`src/rtl/datapath_ctrl.sv`:
```
// Moore FSM controller for the x/y datapath. It computes x = a*b mod 2^WIDTH by
// repeated addition and pulses done when the result is ready.
module datapath_ctrl #(
    parameter int         WIDTH   = 4,
    parameter logic [1:0] OP_PASS = 2'b00,
    parameter logic [1:0] OP_ADD  = 2'b01,
    parameter logic [1:0] OP_DEC  = 2'b10
) (
    input  logic             clk,
    input  logic             rst_n,
    input  logic             start,
    input  logic [WIDTH-1:0] a,
    input  logic [WIDTH-1:0] b,
    input  logic             zero,
    output logic [WIDTH-1:0] imm,
    output logic [1:0]       op_sel,
    output logic             en_x,
    output logic             en_y,
    output logic             y_sel,
    output logic             busy,
    output logic             done,
    output logic [2:0]       state_out
);

    typedef enum logic [2:0] {
        IDLE    = 3'd0,
        LOAD_B  = 3'd1,
        CLEAR_X = 3'd2,
        TEST    = 3'd3,
        ADD     = 3'd4,
        DEC     = 3'd5,
        DONE    = 3'd6
    } state_t;

    state_t           state_q;
    state_t           state_d;
    logic [WIDTH-1:0] a_r;
    logic [WIDTH-1:0] b_r;

    // Operands are latched only on an accepted start, so input changes mid-run are harmless.
    always_ff @(posedge clk) begin
        if (!rst_n) begin
            state_q <= IDLE;
            a_r     <= '0;
            b_r     <= '0;
        end else begin
            state_q <= state_d;
            if (state_q == IDLE && start) begin
                a_r <= a;
                b_r <= b;
            end
        end
    end

    always_comb begin
        state_d = IDLE;
        case (state_q)
            IDLE:    state_d = start ? LOAD_B : IDLE;
            LOAD_B:  state_d = CLEAR_X;
            CLEAR_X: state_d = TEST;
            TEST:    state_d = zero ? DONE : ADD;
            ADD:     state_d = DEC;
            DEC:     state_d = TEST;
            DONE:    state_d = IDLE;
            default: state_d = IDLE;
        endcase
    end

    // Outputs decode only the registered state and operands; no input reaches them combinationally.
    always_comb begin
        imm    = '0;
        op_sel = OP_PASS;
        en_x   = 1'b0;
        en_y   = 1'b0;
        y_sel  = 1'b0;
        done   = 1'b0;
        case (state_q)
            LOAD_B: begin
                imm   = b_r;
                y_sel = 1'b1;
                en_y  = 1'b1;
            end
            CLEAR_X: begin
                op_sel = OP_PASS;
                en_x   = 1'b1;
            end
            ADD: begin
                op_sel = OP_ADD;
                imm    = a_r;
                en_x   = 1'b1;
            end
            DEC: begin
                op_sel = OP_DEC;
                en_y   = 1'b1;
            end
            DONE:    done = 1'b1;
            default: ;
        endcase
    end

    assign busy      = (state_q != IDLE);
    assign state_out = state_q;

endmodule

```
`config.mk`:
```
export PLATFORM = sky130hd
export DESIGN_NAME = datapath_ctrl
export DESIGN_NICKNAME = d
export VERILOG_FILES = /design/src/rtl/datapath_ctrl.sv
export SDC_FILE = /design/constraint.sdc
export NUM_CORES = 1
export LEC_CHECK = 0
export BUFFER_PORTS_ARGS = -buffer_cell sky130_fd_sc_hd__buf_4
export CAP_MARGIN = 20
export CORE_MARGIN = 3
export CORE_UTILIZATION = 43
export CTS_CLUSTER_SIZE = 28
export DETAILED_ROUTE_END_ITERATION = 16
export PLACE_DENSITY = 0.75
export SLEW_MARGIN = 20
export SYNTH_ARGS = -nofsm -noshare
export SYNTH_HDL_FRONTEND = slang
export SYNTH_SLANG_ARGS = --single-unit
```
`constraint.sdc`:
```
create_clock -name clk -period 1.6 [get_ports clk]
set_clock_uncertainty 0.05 [all_clocks]
set_input_delay 0.24 -clock clk [delete_from_list [all_inputs] [get_ports clk]]
set_output_delay 0.24 -clock clk [all_outputs]
set_load 0.005 [all_outputs]
```
==> results of run 1 <==
-- cells by family (layout without fill, tap and decap cells) --
logic type      count (synthesis)  in the layout  share of synthesized area [%]
simple gates                   35             35                           33.9
flops                          11             11                           39.2
compound gates                 19             19                           19.8
buf+inv                         7             34                           7.13
-- cells in the mapped netlist (2+ instances only) --
cell | instances | area, um^2
nand2b_1 | 3 | 18.8
nor2b_1 | 3 | 18.8
nor2_1 | 6 | 22.5
nand3_1 | 8 | 40.0
a21oi_1 | 2 | 10.0
buf_2 | 5 | 25.0
nand2_1 | 9 | 33.8
o21ai_0 | 10 | 50.1
and2_1 | 3 | 18.8
dfxtp_1 | 11 | 220
a22oi_1 | 4 | 30.0
-- path summary, 6_finish.rpt --
path / start / end / slack (ns) / cells after the start
setup / recovery: state_out[2]$_SDFF_PN0_ / busy / 0.05 / 3
hold / removal: a[2] / a_r[2]$_SDFFE_PN0P_ / 0.14 / 3
setup reg to reg: state_out[2]$_SDFF_PN0_ / b_r[0]$_SDFFE_PN0P_ / 0.32 / 5
hold reg to reg: b_r[2]$_SDFFE_PN0P_ / b_r[2]$_SDFFE_PN0P_ / 0.41 / 2
-- power breakdown --
group / total [W] / switching, W / internal (W)
clock: 0.000187 / 0.0000951 / 0.0000924
combinational: 0.000167 / 0.0000698 / 0.0000976
sequential: 0.000324 / 0.0000270 / 0.000297
-- sequential cells by signal (all words and copies together), names as in the netlist --
signal     cells
state_out      3
b_r            4
a_r            4
-- worst reg2reg max path: stages, from the launching register on --
cell     delay [ns]
dfxtp_4        0.37
buf_6          0.13
nor4b_4        0.26
buf_4          0.23
nand3_1        0.09
o21ai_0        0.08
-- layer usage --
layer | part of all wire (%) | up-vias | GRT usage (%)
li1 | - | 300 | -
met1 | 45 | 236 | 20.4
met4 | 1.8 | 0 | 3.73
met5 | 0 | - | 0
met3 | 8.0 | 4 | 5.58
met2 | 45 | 21 | 21.0
-- cell type report --
class | count | area [um^2]
clock inverter | 1 | 5.00
fill | 99 | 343
clock buffer | 3 | 22.5
multi-input combinational | 54 | 328
tap | 14 | 17.5
timing repair buffer | 29 | 225
sequential | 11 | 226
inverter | 1 | 3.75
-- through the flow --
step / TNS [ns] / hold WS [ns]
3_5_place_dp: 0 / 0.406
2_1_floorplan: 0 / 0.320
4_1_cts: 0 / 0.134
6_report: 0 / 0.138
3_3_place_gp: 0 / 0.395
5_1_grt: -0.0776 / 0.144
-- what timing repair did --
| item | CTS | global route |
|---|---|---|
| hold buffers | 0 | 0 |
| setup endpoints to repair | 3 | 7 |
| pin swaps | 0 | 2 |
| gates resized for setup | 1 | 12 |
| buffers inserted | 0 | 1 |
==> results.md, run 1 <==
- Status: finished, final reports clean
- HPWL Detailed: 873 um
- Core area: 1170 um^2
- Area Overhead vs Synth: 47.4%
- Die Y: 42.1 um
- Port buffer count: 25
- PD cells: 820 nW/um^2
- Hold Vio Cnt, Final: 0
- Syn Area/Cell: 7.80 um^2
- Initial Util: between 40% and 50%
- Crit Path Class: flop to output port
- Clock latency on the worst-skew pair: 0.26 ns
- Full die area: 1780 um^2
- Nets: approximately 110
- Slew HR: 78.4%
- CTS buffer count: 3
- Worst Setup Start Kind: flop
- # placed instances: approximately 110
- HP Class: input pin to flop
- Worst vdd ir: 0.564 mV
- Net Count, Synth: 84
- Util after Layout: 70.7%
- Wire per inst: about 12 um
- Via count: roughly 560
- IO Count: 26
- Die Wd: 42.1 um
- Cells along the critical path: buf_6 -> or3_4 -> buf_6
- Crit end category: output port
- Crit path max-delay family: simple AND/OR/NAND/NOR gates
- Slowest Stage Delay on Critical Path: 0.38 ns
- # DRC: 0
- Leak: about 0.38 nW
- Buf/Inv on CP: 2
- Cell Area, Synth: 562 um^2
- Placed cell areas: 753 um^2
- Vias per inst: roughly 5
- Clock Tree Root: clkbuf_4
- First-pass GRT wire length: 2050 um
- Fmax: around 640 MHz
- TritonCTS Sinks: 11
- Commonest non-fill, non-tap cell in the layout: buf_4
- Distinct cells, synth: 19
- Post-synth EDFFs: 0
- Syn Inst Count: 72
- Fin. max-slew vios: 0
- Antenna cells: 0
- DR iter-0 viols: 7
- Post-synth top flop: dfxtp_1
- Initial antenna violation count: 0
- Critical Path AT: 1.26 ns
- Reg clk slew, reported paths: 0.07 ns
- Routability Congestion: 0.696
- Crit Path Max Fanout: 7
- Non-Filler Instances: 113
- Synthesized flop and latch total: 11
- DP Worst Slack: roughly 0.23 ns
- Fin area: 828 um^2
- CTS max path bufs: 2
- Commonest non-fill, non-tap cells in the layout: buf_4 (27), o21ai_0 (10), nand2_1 (9)
- CTS tree: yes
- Fin crit period: 1.55 ns
- PnR worst setup slack: 0.0470 ns
- GR Overflow Total: 0
- Worst-margin pin slew: 0.324 ns
- Routed Antenna Nets: 0
- Unrepaired setup endpoints after global routing: yes
- Total track usage: between 10% and 20%
- Maximum number of pins on one net before global-route repair: 20
- Most Frequent Cell on Critical Path: buf_6
- CTS H-Tree Depth: 1
- Share of layout cells above drive strength 1: 43.4%
- Post-synth ARST share: 0%
- Total Power: 0.000679 W
- Crit-path slowest cell: or3_4
- Final period utilization: a little over nine tenths
- Synth Warn #: 0
- Pre-antenna DRT Iters: 4
- Critical Path RT: 1.31 ns
- Sequential area share after synthesis: between 30 and 40%
- Detailed Route WL: about 1300 um
- Vias in the first global route: 478
- Row count: 12
- Final setup vio count: 0
- Max Cap Viol: 0
Note: power is estimated with default switching activity, not from simulation.
==> run 2, diff against run 1 <==
--- a/constraint.sdc
+++ b/constraint.sdc
@@ -4,2 +4,2 @@
 set_output_delay 0.24 -clock clk [all_outputs]
-set_load 0.005 [all_outputs]
+set_load 0.05 [all_outputs]
==> results.md, run 2 (synthesis results as in run 1) <==
- Status: finished, final reports clean
- Fin. max-slew vios: 0
- CP Capture Point: busy
- Critical Path AT: between 1 and 1.5 ns
- DR iter-0 viols: 16
- Unrepaired setup endpoints after global routing: yes
- Crit Path Max Fanout: 10
- R2R Path Start: state_out[2]$_SDFF_PN0_
- Hold_buf cts: 0
- Via count: between 500 and 600
- Worst setup startpoint: state_out[0]$_SDFF_PN0_
- FILL cells: 95
- HPWL Detailed: 1000 um
- Die Y: roughly 42 um
- Vias per inst: about 5
- Die Wd: 42.1 um
- Total Power: 0.000789 W
- First-pass GRT wire length: 2600 um
- Row count: 12
- Worst-margin pin slew: 0.209 ns
- Nets: 113
- Pre-antenna DRT Iters: 4
- Register area: roughly 230 um^2
- R2R Setup Slk: 0.31 ns
- Full die area: about 1800 um^2
- CTS tree: yes
- Slew HR: a little under nine tenths
- Crit Path Class: flop to output port
- Critical Path RT: 1.31 ns
- Final setup vio count: 0
- Total track usage: between 10% and 20%
- Core area: 1170 um^2
- PD cells: between 800 and 900 nW/um^2
- TritonCTS Sinks: 11
- Commonest non-fill, non-tap cells in the layout: buf_4 (21), o21ai_0 (10), nand2_1 (9)
- GR Overflow Total: 0
- IO Count: 26
- Initial antenna violation count: 0
- Leak: 0.390 nW
- Routed Antenna Nets: 0
- CTS H-Tree Depth: 1
- Maximum number of pins on one net before global-route repair: 20
- CTS buffer count: 3
- Detailed Route WL: 1430 um
- # DRC: 0
- Antenna cells: 0
- Port buffer count: 25
- Reg clk slew, reported paths: 0.07 ns
- Routability Congestion: 0.721
- Reg2reg end: b_r[3]$_SDFFE_PN0P_
- Initial Util: 48.0%
- Clock Tree Root: clkbuf_4
- Worst Setup Start Kind: flop
- Vias in the first global route: 548
- Fmax: around 630 MHz
- Worst vdd ir: 0.511 mV
- Clock latency on the worst-skew pair: 0.26 ns
- HP Class: input pin to flop
- Worst reg2reg path depth: 5
- CTS max path bufs: 2
- Area Overhead vs Synth: 63.0%
- Hold Vio Cnt, Final: 0
- Crit end category: output port
- Final period utilization: around 100%
- Share of layout cells above drive strength 1: 53.0%
- Hold WS: around 0.14 ns
- Commonest non-fill, non-tap cell in the layout: buf_4
- Multi-input logic area: between 300 and 400 um^2
- Max Cap Viol: 0
- Wire per inst: 12.5 um
- Fin crit period: 1.60 ns
[run 2: cell count changes in the layout (fill, tap and decap cells not counted), moves of 2 or more]
cell / previous run / this run
buf_4: 27 / 21
buf_6: 2 / 8
nor2_1: 6 / 1
nor2_4: 0 / 4
a22oi_1: 2 / 0
a22oi_2: 2 / 4
and2_1: 3 / 1
and2_2: 0 / 2
dfxtp_2: 2 / 0
dfxtp_4: 1 / 3
nor2b_4: 1 / 3
[run 2: worst min-delay path by stage]
stage / to / start / depth (start not counted) / slack, ns
5_1_grt: a_r[3]$_SDFFE_PN0P_ / a[3] / 3 / 0.15
3_3_place_gp: a_r[3]$_SDFFE_PN0P_ / a_r[3]$_SDFFE_PN0P_ / 2 / 0.40
2_1_floorplan: a_r[0]$_SDFFE_PN0P_ / a[0] / 2 / 0.32
4_1_cts: a_r[1]$_SDFFE_PN0P_ / a[1] / 3 / 0.13
3_5_place_dp: a_r[3]$_SDFFE_PN0P_ / a_r[3]$_SDFFE_PN0P_ / 2 / 0.41
6_report: a_r[1]$_SDFFE_PN0P_ / a[1] / 3 / 0.14
[run 2: stage by stage]
step / instances / util (%) / setup WS [ns] / setup TNS, ns / instance area [um^2]
6_report: 114 / 78.2 / 0.000918 / 0 / 916
2_1_floorplan: 72 / - / -0.0861 / -0.170 / 627
4_1_cts: 114 / 76.6 / -0.00751 / -0.0133 / 897
5_1_grt: 114 / 78.2 / -0.0621 / -0.205 / 916
3_3_place_gp: 108 / 69.9 / 0.173 / 0 / 818
3_5_place_dp: 108 / 69.9 / 0.169 / 0 / 818
[run 2: repair_timing]
action / CTS / global route
pin swaps: 4 / 0
gates resized for setup: 10 / 5
endpoints found under the setup margin: 6 / 9
endpoints found under the hold margin: 0 / 0
buffers inserted: 2 / 0
[run 2: critical path, stage by stage, from the launching register on]
cell and delay (ns):
dfxtp_4 0.34, buf_4 0.17, or3_1 0.37, buf_6 0.17
[run 2: cell type report]
cell class              count  area share, %
multi-input cells          54           41.9
repair buffers             30           27.6
flip-flops and latches     11           25.3
clock buffers               4           2.87
well taps                  14           1.91
inverters                   1          0.410
[run 2: report_power, final]
group	internal, W	switching, W	leakage [nW]	total (W)
clock network	0.0000964	0.0000878	0.0150	0.000184
logic	0.000111	0.000166	0.282	0.000277
registers	0.000297	0.0000311	0.0923	0.000328
[run 2: per-layer routing]
metal | up-vias | share of wire (%) | global-route usage, %
met2 | 24 | 48 | 31.2
li1 | 305 | - | -
met1 | 248 | 45 | 23.7
met3 | 2 | 6.4 | 5.58
met5 | - | 0 | 0
met4 | 0 | 0.63 | 5.59
